### src/rtl/iomem_timer_if.sv
// iomem bus bundle between the CPU (master) and a peripheral responder (slave).
// The SoC ORs rdata/ready from all responders, so a slave drives zeros when idle.
interface iomem_timer_if;
   logic        iomem_valid;
   logic        iomem_ready;
   logic [3:0]  iomem_wstrb;
   logic [31:0] iomem_addr;
   logic [31:0] iomem_wdata;
   logic [31:0] iomem_rdata;

   modport master (
      output iomem_valid,
      output iomem_wstrb,
      output iomem_addr,
      output iomem_wdata,
      input  iomem_ready,
      input  iomem_rdata
   );

   modport slave (
      input  iomem_valid,
      input  iomem_wstrb,
      input  iomem_addr,
      input  iomem_wdata,
      output iomem_ready,
      output iomem_rdata
   );
endinterface

### src/rtl/iomem_timer.sv
// Prescaled down-counting timer on the iomem bus: one-shot or auto-reload,
// sticky EXPIRED flag and a registered level interrupt.
module iomem_timer #(
   parameter logic [31:0] BASE_ADDR  = 32'h0300_0000,
   parameter int          PRESCALE_W = 16
) (
   input  logic          clk_i,
   input  logic          reset_i,
   iomem_timer_if.slave  bus,
   output logic          irq_o
);

   typedef struct packed {
      logic irq_en;
      logic auto_reload;
      logic en;
   } ctrl_t;

   localparam logic [5:0] OFF_CTRL     = 6'h00;
   localparam logic [5:0] OFF_PRESCALE = 6'h01;
   localparam logic [5:0] OFF_RELOAD   = 6'h02;
   localparam logic [5:0] OFF_COUNT    = 6'h03;
   localparam logic [5:0] OFF_STATUS   = 6'h04;

   localparam logic [PRESCALE_W-1:0] PC_ONE = 1;

   logic                  ready_q,    ready_d;
   logic [31:0]           rdata_q,    rdata_d;
   ctrl_t                 ctrl_q,     ctrl_d;
   logic [PRESCALE_W-1:0] prescale_q, prescale_d;
   logic [31:0]           reload_q,   reload_d;
   logic [31:0]           count_q,    count_d;
   logic                  expired_q,  expired_d;
   logic [PRESCALE_W-1:0] pc_q,       pc_d;
   logic                  irq_q,      irq_d;

   logic        hit;
   logic        sel;
   logic        wr;
   logic [5:0]  offset;
   logic        tick;
   logic [31:0] rd_val;
   logic [31:0] merged;
   logic        expire_set;
   logic        expire_clr;
   logic        addr_lsb_unused;

   // Per-byte merge of bus data onto the current register image.
   function automatic logic [31:0] apply_wstrb(input logic [31:0] old_val,
                                               input logic [31:0] new_val,
                                               input logic [3:0]  strb);
      logic [31:0] res;
      res = old_val;
      for (int b = 0; b < 4; b++) begin
         if (strb[b]) res[8*b +: 8] = new_val[8*b +: 8];
      end
      return res;
   endfunction

   assign addr_lsb_unused = ^bus.iomem_addr[1:0];

   always_comb begin
      // NOTE: every signal assigned here gets a default first, so no path can infer a latch.
      hit        = (bus.iomem_addr[31:8] == BASE_ADDR[31:8]);
      sel        = bus.iomem_valid && hit && !ready_q;
      wr         = sel && (bus.iomem_wstrb != 4'b0000);
      offset     = bus.iomem_addr[7:2];
      tick       = ctrl_q.en && (pc_q == prescale_q);
      expire_set = 1'b0;
      expire_clr = 1'b0;

      unique case (offset)
         OFF_CTRL:     rd_val = {29'd0, ctrl_q};
         OFF_PRESCALE: rd_val = 32'(prescale_q);
         OFF_RELOAD:   rd_val = reload_q;
         OFF_COUNT:    rd_val = count_q;
         OFF_STATUS:   rd_val = {31'd0, expired_q};
         default:      rd_val = 32'd0;
      endcase
      merged = apply_wstrb(rd_val, bus.iomem_wdata, bus.iomem_wstrb);

      ready_d    = sel;
      rdata_d    = sel ? rd_val : 32'd0;
      ctrl_d     = ctrl_q;
      prescale_d = prescale_q;
      reload_d   = reload_q;
      count_d    = count_q;

      if (!ctrl_q.en)  pc_d = '0;
      else if (tick)   pc_d = '0;
      else             pc_d = pc_q + PC_ONE;

      if (tick) begin
         if (count_q != 32'd0) begin
            count_d = count_q - 32'd1;
         end else begin
            expire_set = 1'b1;
            if (ctrl_q.auto_reload) count_d   = reload_q;
            else                    ctrl_d.en = 1'b0;
         end
      end

      // Bus writes come last so they override same-cycle timer updates.
      if (wr) begin
         unique case (offset)
            OFF_CTRL: begin
               ctrl_d = ctrl_t'(merged[2:0]);
               if (!ctrl_q.en && merged[0]) pc_d = '0;
            end
            OFF_PRESCALE: begin
               prescale_d = merged[PRESCALE_W-1:0];
               pc_d       = '0;
            end
            OFF_RELOAD:   reload_d   = merged;
            OFF_COUNT:    count_d    = merged;
            OFF_STATUS:   expire_clr = bus.iomem_wstrb[0] && bus.iomem_wdata[0];
            default:      ;
         endcase
      end

      // A new expiry beats a same-cycle write-1-to-clear.
      expired_d = expire_set ? 1'b1 : (expire_clr ? 1'b0 : expired_q);
      irq_d     = expired_q && ctrl_q.irq_en;
   end

   always_ff @(posedge clk_i) begin
      // NOTE: state updates use non-blocking assignments so all registers sample pre-edge values.
      if (reset_i) begin
         ready_q    <= 1'b0;
         rdata_q    <= 32'd0;
         ctrl_q     <= '0;
         prescale_q <= '0;
         reload_q   <= 32'd0;
         count_q    <= 32'd0;
         expired_q  <= 1'b0;
         pc_q       <= '0;
         irq_q      <= 1'b0;
      end else begin
         ready_q    <= ready_d;
         rdata_q    <= rdata_d;
         ctrl_q     <= ctrl_d;
         prescale_q <= prescale_d;
         reload_q   <= reload_d;
         count_q    <= count_d;
         expired_q  <= expired_d;
         pc_q       <= pc_d;
         irq_q      <= irq_d;
      end
   end

   assign bus.iomem_ready = ready_q;
   assign bus.iomem_rdata = rdata_q;
   assign irq_o           = irq_q;

endmodule

### src/flat_wrapper.sv
// flat-port wrapper written by rule: the top's interface ports become plain ports
module iomem_timer_flat 
#(
   parameter logic [31:0] BASE_ADDR  = 32'h0300_0000,
   parameter int          PRESCALE_W = 16
)
  (clk_i, reset_i, irq_o, bus_iomem_valid, bus_iomem_wstrb, bus_iomem_addr, bus_iomem_wdata, bus_iomem_ready, bus_iomem_rdata);
  iomem_timer_if bus_i ();
  input  logic clk_i;
  input  logic reset_i;
  output logic irq_o;
  input wire logic [$bits(bus_i.iomem_valid)-1:0] bus_iomem_valid;
  input wire logic [$bits(bus_i.iomem_wstrb)-1:0] bus_iomem_wstrb;
  input wire logic [$bits(bus_i.iomem_addr)-1:0] bus_iomem_addr;
  input wire logic [$bits(bus_i.iomem_wdata)-1:0] bus_iomem_wdata;
  output wire logic [$bits(bus_i.iomem_ready)-1:0] bus_iomem_ready;
  output wire logic [$bits(bus_i.iomem_rdata)-1:0] bus_iomem_rdata;
  assign bus_i.iomem_valid = bus_iomem_valid;
  assign bus_i.iomem_wstrb = bus_iomem_wstrb;
  assign bus_i.iomem_addr = bus_iomem_addr;
  assign bus_i.iomem_wdata = bus_iomem_wdata;
  assign bus_iomem_ready = bus_i.iomem_ready;
  assign bus_iomem_rdata = bus_i.iomem_rdata;
  iomem_timer #(.BASE_ADDR(BASE_ADDR), .PRESCALE_W(PRESCALE_W)) u_core (.clk_i(clk_i), .reset_i(reset_i), .bus(bus_i), .irq_o(irq_o));
endmodule
### config.mk
export PLATFORM = sky130hd
export DESIGN_NAME = iomem_timer_flat
export DESIGN_NICKNAME = d
export VERILOG_FILES = /design/src/rtl/iomem_timer_if.sv /design/src/rtl/iomem_timer.sv /design/src/flat_wrapper.sv
export SDC_FILE = /design/constraint.sdc
export NUM_CORES = 1
export LEC_CHECK = 0
export BUFFER_PORTS_ARGS = -buffer_cell sky130_fd_sc_hd__clkbuf_2
export CORE_MARGIN = 5
export CORE_UTILIZATION = 62
export CTS_CLUSTER_DIAMETER = 120
export DETAILED_ROUTE_END_ITERATION = 10
export MAX_ROUTING_LAYER = met4
export PLACE_DENSITY = 0.86
export SYNTH_ARGS = -nofsm -noshare
export SYNTH_HDL_FRONTEND = slang
export SYNTH_SLANG_ARGS = --single-unit
### constraint.sdc
create_clock -name clk_i -period 4.3 [get_ports clk_i]
set_input_delay 0.215 -clock clk_i [delete_from_list [all_inputs] [get_ports clk_i]]
set_output_delay 0.215 -clock clk_i [all_outputs]
set_load 0.05 [all_outputs]
==> results.yml <==
floorplan:
  io_pins: 105
  dieHeight_um: 118
  die_w_um: 118
  start_util: 0.631
  coreArea_um2: 11400
  dieArea_um2: 13900
  rows: 39
cts:
  clk-insertion-delay-late_ns: 0.43
  holdBufCountCts: 0
  h-tree-depth: 4
  cts_buffer_depth: 2
  postCtsSetupRepairBufs: 0
  cts_tree: "yes"
  cts-root-buf: "clkbuf_16"
  cts_resized: 0
  cts.clk_slew.worst_paths_ns: 0.06
  cts-buffers-inserted: 17
  cts.sinks: 134
synth:
  synthCells: 906
  synth_seq_area_share: 0.372
  async_reset_ff_frac: 0
  synth_edf_count: 0
  ys_warn_count: 0
  synth.distinct_cells: 66
  synth_fp_nets: 980
  syn_area_um2: 7210
  synthFlopType: "dfxtp_1"
  synth.ff_latch_count: 134
  syn_area_per_cell_um2: 7.95
layout:
  n_fill_cell: 867
  syn_to_final_growth_pct: 16.3
  multi_input_area_um2: 4180
  n_antenna_cell: 0
  layout-drive-gt1-share: 0.183
  design_area_um2: 8380
  nNetsFinal: 1054
  seqCellArea_um2: 2680
routing:
  num_vias: 7501
  viasPerCell: 6.60
  wire_per_inst_um: 20.3
  wirelength_met1_um: 9070
  drc_errors: 0
  routed-wl-met2_um: 10400
  wl_met3_um: 2960
  first_pass_iters: 6
  wl_um: 23000
  ant_nets: 0
  top_layer: "met4"
  drt-initial-drc-count: 1052
worst_hold_path:
  hold_depth: 4
  holdCritStartpoint: "bus_iomem_addr[6]"
  hold_end: "u_core.bus.iomem_rdata[0]"
  hold_path_class: "input pin to register"
sta:
  rsz0062_at_grt: "false"
  finalHoldViolCount: 0
  period_needed_ns: 3.27
  finClkSkew_ns: 0.00857
  tns_ns: 0
  setup_slack_ns: 1.03
  setup_violations: 0
  fin_crit_sh: 0.760
  finalMaxSlewViolations: 0
  worstMarginPinSlew_ns: 0.897
  slew_headroom: 0.402
  max_clock_freq_ghz: 0.306
worst_setup_path:
  worstSetupPathType: "register to register"
  r2r_setup_slack_ns: 1.03
  reg2reg_to: "u_core.count_q[20]"
  cp-end-kind: "register"
  critPathRequiredTime_ns: 4.62
  timing.rr.start: "u_core.count_q[8]"
  cp.arrival_ns: 3.59
  startpoint_type: "register"
  r2r_cells: 7
  critical_path_peak_fanout: 22
global_routing:
  grt_use_total: 0.332
  grt_overflow: 0
  antenna_found_initial: 0
  grt_pass1_wl_um: 36600
  grt_pass1_vias: 6950
  grt_max_degree: 53
power_and_ir_drop:
  power.density_nw_per_um2: 342
  ir_drop_uv: 278
  p_leak_uw: 0.00354
placement:
  place_ws_ns: 1.18
  gp_congestion: 0.977
  io_buffers: 102
  dpl_cell_area_um2: 7760
  place_hpwl_um: 15300
run_status:
  outcome: "completed"
job:
  max_cap_viol_count: 0
-- worst max-delay path by stage --
stage | slack [ns] | end | start
2_1_floorplan | 1.62 | u_core.count_q[6] | u_core.count_q[8]
3_3_place_gp | 1.22 | u_core.count_q[29] | u_core.count_q[8]
3_5_place_dp | 1.18 | u_core.count_q[29] | u_core.count_q[8]
4_1_cts | 1.08 | u_core.count_q[20] | u_core.count_q[8]
5_1_grt | 0.99 | u_core.count_q[20] | u_core.count_q[8]
6_report | 1.03 | u_core.count_q[20] | u_core.count_q[8]
-- placed cells by master (no fill, tap or decap), drive strengths merged, types with 3 or more instances in the layout --
cell,n
nand3,19
a21oi,32
and4,4
nand2,100
nor4,29
a22o,15
bufinv,3
mux2,14
o41ai,3
ha,3
a211o,4
dfxtp,134
o211ai,8
or4,8
a32oi,3
o21ai,49
nor3,37
nor2b,6
a211oi,7
xnor2,16
buf,16
a31oi,11
a311oi,11
o22ai,6
nor4b,4
mux2i,37
nor3b,4
and3,29
mux4,3
inv,23
nor2,137
nand4,11
and2,5
or3,9
xor2,16
a32o,3
a22oi,21
clkbuf,122
clkinv,7
-- critical path: stages, from the launching register on --
cell      delay [ns]
dfxtp_1         0.38
or4_4           0.60
or4_4           0.57
nor3_4          0.63
buf_4           0.38
and3_1          0.19
o21ai_0         0.08
a311oi_1        0.32
-- state kept, by name (all words and copies together), names as in the netlist --
register / cells
u_core.bus.iomem_ready: 1
u_core.count_q: 32
u_core.prescale_q: 16
u_core.reload_q: 32
u_core.bus.iomem_rdata: 32
u_core.ctrl_q: 3
u_core.irq_o: 1
u_core.pc_q: 16
u_core.expired_q: 1
-- area by class of cell --
| cell class | count | area share |
|---|---|---|
| multi-input cells | 686 | 0.499 |
| repair buffers | 118 | 0.0753 |
| flip-flops and latches | 134 | 0.320 |
| well taps | 143 | 0.0214 |
| inverters | 23 | 0.0103 |
| clock inverters | 12 | 0.0181 |
| clock buffers | 20 | 0.0557 |
-- logic make-up (layout without fill, tap and decap cells) --
family | Yosys count | in the layout | share of synthesized area
AO/OA/AOI/OAI | 187 | 187 | 0.175
XOR/XNOR | 32 | 32 | 0.0389
adder cells (fa/ha/maj) | 3 | 3 | 0.00521
buffers and inverters | 86 | 173 | 0.0488
flip-flops | 134 | 134 | 0.372
multiplexers | 54 | 54 | 0.0827
AND/OR/NAND/NOR | 410 | 410 | 0.277
-- cells in the mapped netlist, drive strengths merged (14+ instances only) --
| cell | n | area, um2 |
|---|---|---|
| a21oi | 32 | 160 |
| a22o | 15 | 131 |
| a22oi | 21 | 158 |
| and3 | 29 | 181 |
| clkbuf | 53 | 209 |
| dfxtp | 134 | 2680 |
| inv | 23 | 86.3 |
| mux2 | 14 | 158 |
| mux2i | 37 | 370 |
| nand2 | 100 | 375 |
| nand3 | 19 | 95.1 |
| nor2 | 137 | 514 |
| nor3 | 37 | 196 |
| nor4 | 29 | 194 |
| o21ai | 49 | 245 |
| xnor2 | 16 | 140 |
| xor2 | 16 | 140 |
-- through the flow --
stage,util,total power [uW],hold WS [ns],instances
4_1_cts,0.734,2860,0.139,1136
6_report,0.734,2870,0.146,1136
3_5_place_dp,0.679,1380,0.460,1104
2_1_floorplan,-,1320,0.419,906
3_3_place_gp,0.679,1370,0.456,1104
5_1_grt,0.734,2920,0.192,1136
-- power breakdown --
| part | internal (uW) | switching [uW] | leakage (uW) | total [uW] |
|---|---|---|---|---|
| Sequential | 1240 | 0.000000913 | 0.00108 | 1240 |
| Combinational | 40.7 | 70.0 | 0.00216 | 111 |
| Clock | 955 | 559 | 0.000302 | 1510 |
| Total | 2240 | 629 | 0.00354 | 2870 |
-- layer usage --
layer  track usage  vias to the layer above
li1              -                     3430
met1         0.433                     3480
met2         0.499                      529
met3        0.0879                       62
met4         0.117                        0
met5             -                        -
Power figures use the tool's default switching activity.
